$ cat src/rtl/shift_ring_counter.sv
// shift_ring_counter
//   Bidirectional ring (one-hot, MODE=0) or Johnson (twisted-ring, MODE=1)
//   counter of WIDTH bits with parallel load.
//   - out     : state register, driven straight from the flops.
//   - wrap    : registered pulse, high for the cycle after an enabled shift
//               that has just landed on HOME.
//   - illegal : combinational flag, out is not a reachable state for MODE.
//   Priority on each rising clk edge: load, then en, then hold.
//   Optional build macro SHIFT_RING_COUNTER_SELFCORRECT_EN:
//     defined   -> a shift out of an illegal state, or a load of an illegal
//                  value, lands on HOME instead.
//     undefined -> shifts and loads are applied literally; illegal only
//                  reports the state.
module shift_ring_counter #(
  parameter int WIDTH = 4,  // 2..32
  parameter int MODE  = 0   // 0 = ring, 1 = Johnson
) (
  input  logic             clk,
  input  logic             rst,
  input  logic             en,
  input  logic             dir,
  input  logic             load,
  input  logic [WIDTH-1:0] load_val,
  output logic [WIDTH-1:0] out,
  output logic             wrap,
  output logic             illegal
);

  localparam logic [WIDTH-1:0] ZERO = {WIDTH{1'b0}};
  localparam logic [WIDTH-1:0] ONE  = {{(WIDTH-1){1'b0}}, 1'b1};
  // Ring counters start with bit0 set; Johnson counters start at all zeros.
  localparam logic [WIDTH-1:0] HOME = (MODE == 0) ? ONE : ZERO;

  // Ring: exactly one bit set (non-zero power of two).
  // Johnson: a contiguous low run of ones (v+1 is a power of two or wraps
  // to zero) or a contiguous high run of ones (same test on ~v). Both
  // forms cover all-zeros and all-ones, giving 2*WIDTH legal states.
  function automatic logic legal_state(input logic [WIDTH-1:0] v);
    logic [WIDTH-1:0] v_inv;
    logic             ok;
    v_inv = ~v;
    if (MODE == 0) begin
      ok = (v != ZERO) && ((v & (v - ONE)) == ZERO);
    end else begin
      ok = ((v & (v + ONE)) == ZERO) || ((v_inv & (v_inv + ONE)) == ZERO);
    end
    return ok;
  endfunction

  logic [WIDTH-1:0] r_state;
  logic             r_wrap;

  logic [WIDTH-1:0] w_shift_l;
  logic [WIDTH-1:0] w_shift_r;
  logic [WIDTH-1:0] w_shift_raw;
  logic [WIDTH-1:0] w_shift;
  logic [WIDTH-1:0] w_load;
  logic [WIDTH-1:0] w_next;
  logic             w_wrap_next;
  logic             w_illegal;

  // Candidate shifted values in both directions; dir picks one every edge,
  // so a reversal takes effect on the very next shift.
  always_comb begin
    w_shift_l = r_state;
    w_shift_r = r_state;
    if (MODE == 0) begin
      w_shift_l = {r_state[WIDTH-2:0], r_state[WIDTH-1]};
      w_shift_r = {r_state[0], r_state[WIDTH-1:1]};
    end else begin
      w_shift_l = {r_state[WIDTH-2:0], ~r_state[WIDTH-1]};
      w_shift_r = {~r_state[0], r_state[WIDTH-1:1]};
    end
    if (dir) begin
      w_shift_raw = w_shift_r;
    end else begin
      w_shift_raw = w_shift_l;
    end
  end

  // Legality of the current state, no latency.
  always_comb begin
    w_illegal = ~legal_state(r_state);
  end

`ifdef SHIFT_RING_COUNTER_SELFCORRECT_EN
  // Recovery: anything that would enter or stay in an illegal state is
  // redirected to HOME.
  always_comb begin
    if (w_illegal) begin
      w_shift = HOME;
    end else begin
      w_shift = w_shift_raw;
    end
    if (legal_state(load_val)) begin
      w_load = load_val;
    end else begin
      w_load = HOME;
    end
  end
`else
  // No recovery: shift and load values are used exactly as computed.
  always_comb begin
    w_shift = w_shift_raw;
    w_load  = load_val;
  end
`endif

  // Next state and wrap pulse: load beats en beats hold. Only an enabled
  // shift can raise wrap, so loading HOME never pulses it.
  always_comb begin
    w_next      = r_state;
    w_wrap_next = 1'b0;
    if (load) begin
      w_next      = w_load;
      w_wrap_next = 1'b0;
    end else if (en) begin
      w_next      = w_shift;
      w_wrap_next = (w_shift == HOME);
    end else begin
      w_next      = r_state;
      w_wrap_next = 1'b0;
    end
  end

  // State and wrap registers; reset forces HOME immediately, clk-independent.
  always_ff @(posedge clk or posedge rst) begin
    if (rst) begin
      r_state <= HOME;
      r_wrap  <= 1'b0;
    end else begin
      r_state <= w_next;
      r_wrap  <= w_wrap_next;
    end
  end

  assign out     = r_state;
  assign wrap    = r_wrap;
  assign illegal = w_illegal;

endmodule

$ cat config.mk
export PLATFORM = sky130hd
export DESIGN_NAME = shift_ring_counter
export DESIGN_NICKNAME = d
export VERILOG_FILES = /design/src/rtl/shift_ring_counter.sv
export SDC_FILE = /design/constraint.sdc
export NUM_CORES = 1
export LEC_CHECK = 0
export BUFFER_PORTS_ARGS = -buffer_cell sky130_fd_sc_hd__buf_2
export CELL_PAD_IN_SITES_DETAIL_PLACEMENT = 1
export CELL_PAD_IN_SITES_GLOBAL_PLACEMENT = 1
export CORE_AREA = 2 2 39 41
export DETAILED_ROUTE_END_ITERATION = 12
export DIE_AREA = 0 0 41 43
export GPL_ROUTABILITY_DRIVEN = 0
export PLACE_DENSITY_LB_ADDON = 0.05
export SLEW_MARGIN = 20
export SYNTH_ARGS = -nofsm -noshare
export SYNTH_HDL_FRONTEND = slang
export SYNTH_SLANG_ARGS = --single-unit
$ cat constraint.sdc
create_clock -name clk -period 1.5 [get_ports clk]
set_input_delay 0.3 -clock clk [delete_from_list [all_inputs] [get_ports clk]]
set_output_delay 0.3 -clock clk [all_outputs]
set_load 0.02 [all_outputs]
==> run summary, run 1 <==
status = complete, but fails checks
failing checks = setup timing
GR Layer Usage met2 = 20.9%
Final period util = 103%
drt pass-1 iters = 4
CP max FO = 5
DRC errors left = 0
total gr overflow = 0
gate count of the mapped netlist = 33
Iter 0 DRT Violations = 1
first-pass GRT wire length = 1520 um
Slew headroom = 81.7%
WL/cell = 14.5 um
Final Non-Filler Cells = 73
critical path cell sequence = nor4b_4 > a211oi_2 > buf_4
Setup TNS = -0.0407 ns
Net Switching = 0.166 mW
Final HPWL DP = 766 um
hold path depth = 3
Worst Clk Skew = 0.00118 ns
startpoint types = flop
Post-Synthesis Net Count = 42
final wirelength = 1060 um
critical path type = flop to output pin
vias per inst = 4.89
largest net degree at the start of global routing = 10
Antenna Nets Post-Route = 0
CTS Root Cell = clkbuf_4
Die Wd = 41 um
Starting Density = 24.9%
min Tclk post-route = 1.54 ns
Fin. Hold Viols = 0
Max Slew Vio Count = 0
total area of sequential cells = 129 um2
DP Cell Count = 64
Worst-path clk slew = 0.04 ns
CP max stage delay = 0.58 ns
clock buffer depth = 2
Worst-Margin Slew = 0.274 ns
synth warn = 0
CP max-delay cell = dfstp_2
Chip Height = 43 um
Distinct cells, synth = 16
synthesized area = 344 um2
sequential-to-total area share from yosys stat = 36.7%
grt peak-use layer = met2
Filler cells = 168
most frequent cells in the layout = buf_2, buf_4, or3b_1
worst setup margin = -0.0407 ns
layout cells sized above 1 = 56.1%
P per Cell Area = 921 nW/um2
Core Area = 1380 um2
Die ar. = 1760 um2
clock latency on the worst-skew pair = 0.24 ns
I/O pins = 15
Via Count = 357
IR drop worst, VDD = 0.000245 V
Port Buffer Count = 14
FP Rows = 14
CTS tree = built
P_leak = 0.249 nW
CTS sink count = 5
met1 usage = 15.3%
synthesized flop and latch total = 5
HP Class = input port to flop
CTS Buf Count = 3
vias in the first global route = 353
final hold slack = 0.295 ns
Critical Path AT = 1.24 ns
area grow syn2layout = 60.0%
Max Cap Viol = 0
Max H-tree Level = 1
part of the power in registers = 34.7%
final setup vio count = 1
internal power = 0.341 mW
Mean Syn Cell Area = 10.4 um2
RSZ-0062 raised after global routing = true
Nets = 67
Crit path required time = 1.20 ns
Max Clk Rate = 0.649 GHz
ANT cells = 0
clock share of power = 30.3%
initial antenna violation count = 0
CP endpoint kind = output pin
r2r worst-path depth = 3
Total GRT Usage = 13.0%
commonest non-fill, non-tap cell in the layout = buf_2
met3 Use GR = 1.57%
switching share of power = 32.8%
Logic pwr share = 35.0%
Multi-input gate area = 236 um2
## registers in the layout, indices dropped and copies added (netlist names)
signal / cells
out: 4
wrap: 1
## through the flow
step / setup slack, ns / instance area [um2] / util [%] / power [mW]
2_1_floorplan: 0.0607 / 349 / - / 0.258
3_3_place_gp: 0.0825 / 443 / 32.0 / 0.309
3_5_place_dp: 0.0342 / 443 / 32.0 / 0.312
4_1_cts: -0.0559 / 528 / 38.2 / 0.505
5_1_grt: -0.0982 / 551 / 39.8 / 0.537
6_report: -0.0407 / 551 / 39.8 / 0.507
## final timing paths
kind                             start      end  slack, ns
setup / recovery                out[0]  illegal      -0.04
hold reg to reg                 out[3]   out[0]       0.70
setup reg to reg                out[1]     wrap       0.05
max in group asynchronous          rst   out[0]       0.76
hold / removal             load_val[1]   out[1]       0.29
min in group asynchronous          rst   out[1]       0.50
## layout make-up
cell class / count / share of cell area [%]
Multi-Input combinational cell: 25 / 43.0
Tap cell: 16 / 3.64
Inverter: 1 / 0.682
Clock buffer: 4 / 4.77
Sequential cell: 5 / 23.4
Timing Repair Buffer: 22 / 24.5
## critical path, delay by kind of cell, from the launching register on
kind | cells | cell delay [ns]
flops | 1 | 0.58
simple gates | 1 | 0.21
buf+inv | 1 | 0.16
compound gates | 1 | 0.05
## synthesized netlist by cell type (all sizes together)
library cell / count / area [um2]
a2111oi: 1 / 15.0
a211oi: 1 / 7.51
buf: 2 / 18.8
dfrtp: 4 / 100
dfstp: 1 / 26.3
inv: 1 / 3.75
mux2i: 4 / 40.0
nand2: 4 / 15.0
nand2b: 1 / 6.26
nand3b: 1 / 7.51
nor2: 1 / 3.75
nor4b: 2 / 17.5
o211ai: 4 / 30.0
or3b: 5 / 43.8
xor2: 1 / 8.76
## power by group through the flow
stage | Sequential [mW] | Combinational [mW] | Clock [mW]
after CTS | 0.175 | 0.167 | 0.163
after global routing | 0.178 | 0.191 | 0.167
after floorplan | 0.185 | 0.0733 | 0
final | 0.176 | 0.177 | 0.154
after global placement | 0.172 | 0.137 | 0
after detailed placement | 0.174 | 0.138 | 0
## kinds of logic (layout without fill, tap and decap cells)
group           count (synthesis)  in the layout  share of synthesized area, %
compound gates                  6              6                          15.3
xor+xnor                        1              1                          2.55
buf+inv                         3             27                          6.54
flops                           5              5                          36.7
mux                             4              4                          11.6
simple gates                   14             14                          27.3
## routing by layer
| layer | wire [um] | up-vias |
|---|---|---|
| met5 | 0 | - |
| met4 | 0 | 0 |
| met3 | 70 | 0 |
| met2 | 550 | 14 |
| met1 | 433 | 173 |
| li1 | - | 170 |
## timing repair
action,CTS,global route
pin swaps,1,0
gates cloned,0,0
setup endpoints to repair,1,2
resized for setup,6,2
setup buffers,3,1
endpoints found under the hold margin,4,0
hold buffers,1,0
No activity file was read; power rests on OpenSTA's default activity.
==> inputs of run 2 (changes only) <==
--- a/config.mk
+++ b/config.mk
@@ -5,12 +5,12 @@
 export SDC_FILE = /design/constraint.sdc
 export NUM_CORES = 1
 export LEC_CHECK = 0
-export BUFFER_PORTS_ARGS = -buffer_cell sky130_fd_sc_hd__buf_2
 export CELL_PAD_IN_SITES_DETAIL_PLACEMENT = 1
 export CELL_PAD_IN_SITES_GLOBAL_PLACEMENT = 1
 export CORE_AREA = 2 2 39 41
 export DETAILED_ROUTE_END_ITERATION = 12
 export DIE_AREA = 0 0 41 43
+export DONT_BUFFER_PORTS = 1
 export GPL_ROUTABILITY_DRIVEN = 0
 export PLACE_DENSITY_LB_ADDON = 0.05
 export SLEW_MARGIN = 20
==> run summary, run 2 (same netlist as run 1, synthesis figures left out) <==
Max Clk Rate = 0.644 GHz
RSZ-0062 raised after global routing = true
min Tclk post-route = 1.55 ns
Final HPWL DP = 779 um
CP endpoint kind = output pin
vias per inst = 5.11
Fin. Hold Viols = 0
Crit path max-delay family = flip-flops
critical path cell sequence = nor2_1 > a211oi_2 > buf_4
min-delay src = load
IR drop worst, VDD = 0.000293 V
Crit path required time = 1.20 ns
DP Cell Count = 53
Final period util = 104%
total gr overflow = 0
Core Area = 1380 um2
clock buffer depth = 2
failing checks = setup timing
drt pass-1 iters = 2
dpl cell area = 395 um2
I/O pins = 15
Worst Clk Skew = 0.00143 ns
Die Wd = 41 um
DRC errors left = 0
Critical Path AT = 1.25 ns
Worst-Margin Slew = 0.254 ns
Starting Density = 24.9%
Slew headroom = 83.1%
crit path from = out[0]
area grow syn2layout = 40.0%
P per Cell Area = 1020 nW/um2
critical path type = flop to output pin
vias in the first global route = 359
largest net degree at the start of global routing = 10
HP Class = input port to flop
clock latency on the worst-skew pair = 0.25 ns
Antenna Nets Post-Route = 0
CTS tree = built
commonest non-fill, non-tap cell in the layout = buf_4
Die ar. = 1760 um2
CP max FO = 4
CP max stage delay = 0.56 ns
final wirelength = 1050 um
Via Count = 312
Max Slew Vio Count = 0
FP Rows = 14
Max Cap Viol = 0
Chip Height = 43 um
WL/cell = 17.1 um
P_leak = 0.200 nW
CP max-delay cell = dfstp_2
CTS Buf Count = 3
most frequent cells in the layout = buf_4, or3b_1, mux2i_1, nand2_1, o211ai_1
CTS Root Cell = clkbuf_4
first-pass GRT wire length = 1750 um
Largest register FFs = 4
final hold slack = 0.187 ns
layout cells sized above 1 = 42.2%
CTS sink count = 5
ANT cells = 0
status = complete, but fails checks
Nets = 55
r2r startpoint = out[1]
Buffers & Inverters on Critical Path = 1
Total GRT Usage = 15.2%
Final Non-Filler Cells = 61
Port Buffer Count = 0
Iter 0 DRT Violations = 5
worst setup margin = -0.0537 ns
final setup vio count = 1
initial antenna violation count = 0
Max H-tree Level = 1
final instance area = 482 um2
startpoint types = flop
Worst-path clk slew = 0.05 ns
run 2: cell types whose count changed in the layout (fill, tap and decap cells not counted):
cell,delta
nor2_2,-1
buf_6,+1
a2111oi_4,-1
a2111oi_2,+1
nor2_1,+1
buf_2,-13
run 2: area by class of cell:
type | instances | area (um2)
Timing Repair Buffer | 10 | 81.3
Fill cell | 166 | 902
Inverter | 1 | 3.75
Multi-Input combinational cell | 25 | 221
Tap cell | 16 | 20.0
Sequential cell | 5 | 129
Clock buffer | 4 | 26.3
run 2: per-layer routing:
| metal | wire [um] | vias to the layer above | track usage, % | part of all wire [%] |
|---|---|---|---|---|
| met5 | 0 | - | 0 | 0 |
| met4 | 0 | 0 | 10.0 | 0 |
| met3 | 109 | 0 | 3.66 | 10 |
| met2 | 496 | 12 | 21.6 | 47 |
| met1 | 440 | 154 | 19.5 | 42 |
| li1 | - | 146 | - | - |
run 2: final timing paths:
check | end | slack [ns] | depth (start not counted)
worst max-delay path | illegal | -0.05 | 3
worst min register to register | wrap | 0.70 | 2
worst max register to register | wrap | 0.11 | 3
max in group asynchronous | out[0] | 0.84 | 2
min in group asynchronous | out[3] | 0.40 | 2
worst min-delay path | out[0] | 0.19 | 2
run 2: power breakdown:
group	total, mW	switching [mW]	internal (mW)
registers	0.175	0.0239	0.151
clock network	0.167	0.0659	0.101
logic	0.151	0.0733	0.0773
run 2: repair_timing:
item                                    4_1_cts  5_1_grt
endpoints found under the hold margin         4        0
gates resized for setup                       5        1
buffers inserted                              2        1
hold buffers                                  1        0
cloned                                        0        0
endpoints found under the setup margin        1        1
run 2: metrics by stage:
| stage | setup TNS, ns | total power [mW] | setup slack, ns | util (%) |
|---|---|---|---|---|
| 2_1_floorplan | 0 | 0.258 | 0.0607 | - |
| 3_3_place_gp | 0 | 0.296 | 0.129 | 28.6 |
| 3_5_place_dp | 0 | 0.299 | 0.0585 | 28.6 |
| 4_1_cts | -0.0764 | 0.497 | -0.0764 | 34.0 |
| 5_1_grt | -0.108 | 0.522 | -0.108 | 34.8 |
| 6_report | -0.0537 | 0.493 | -0.0537 | 34.8 |
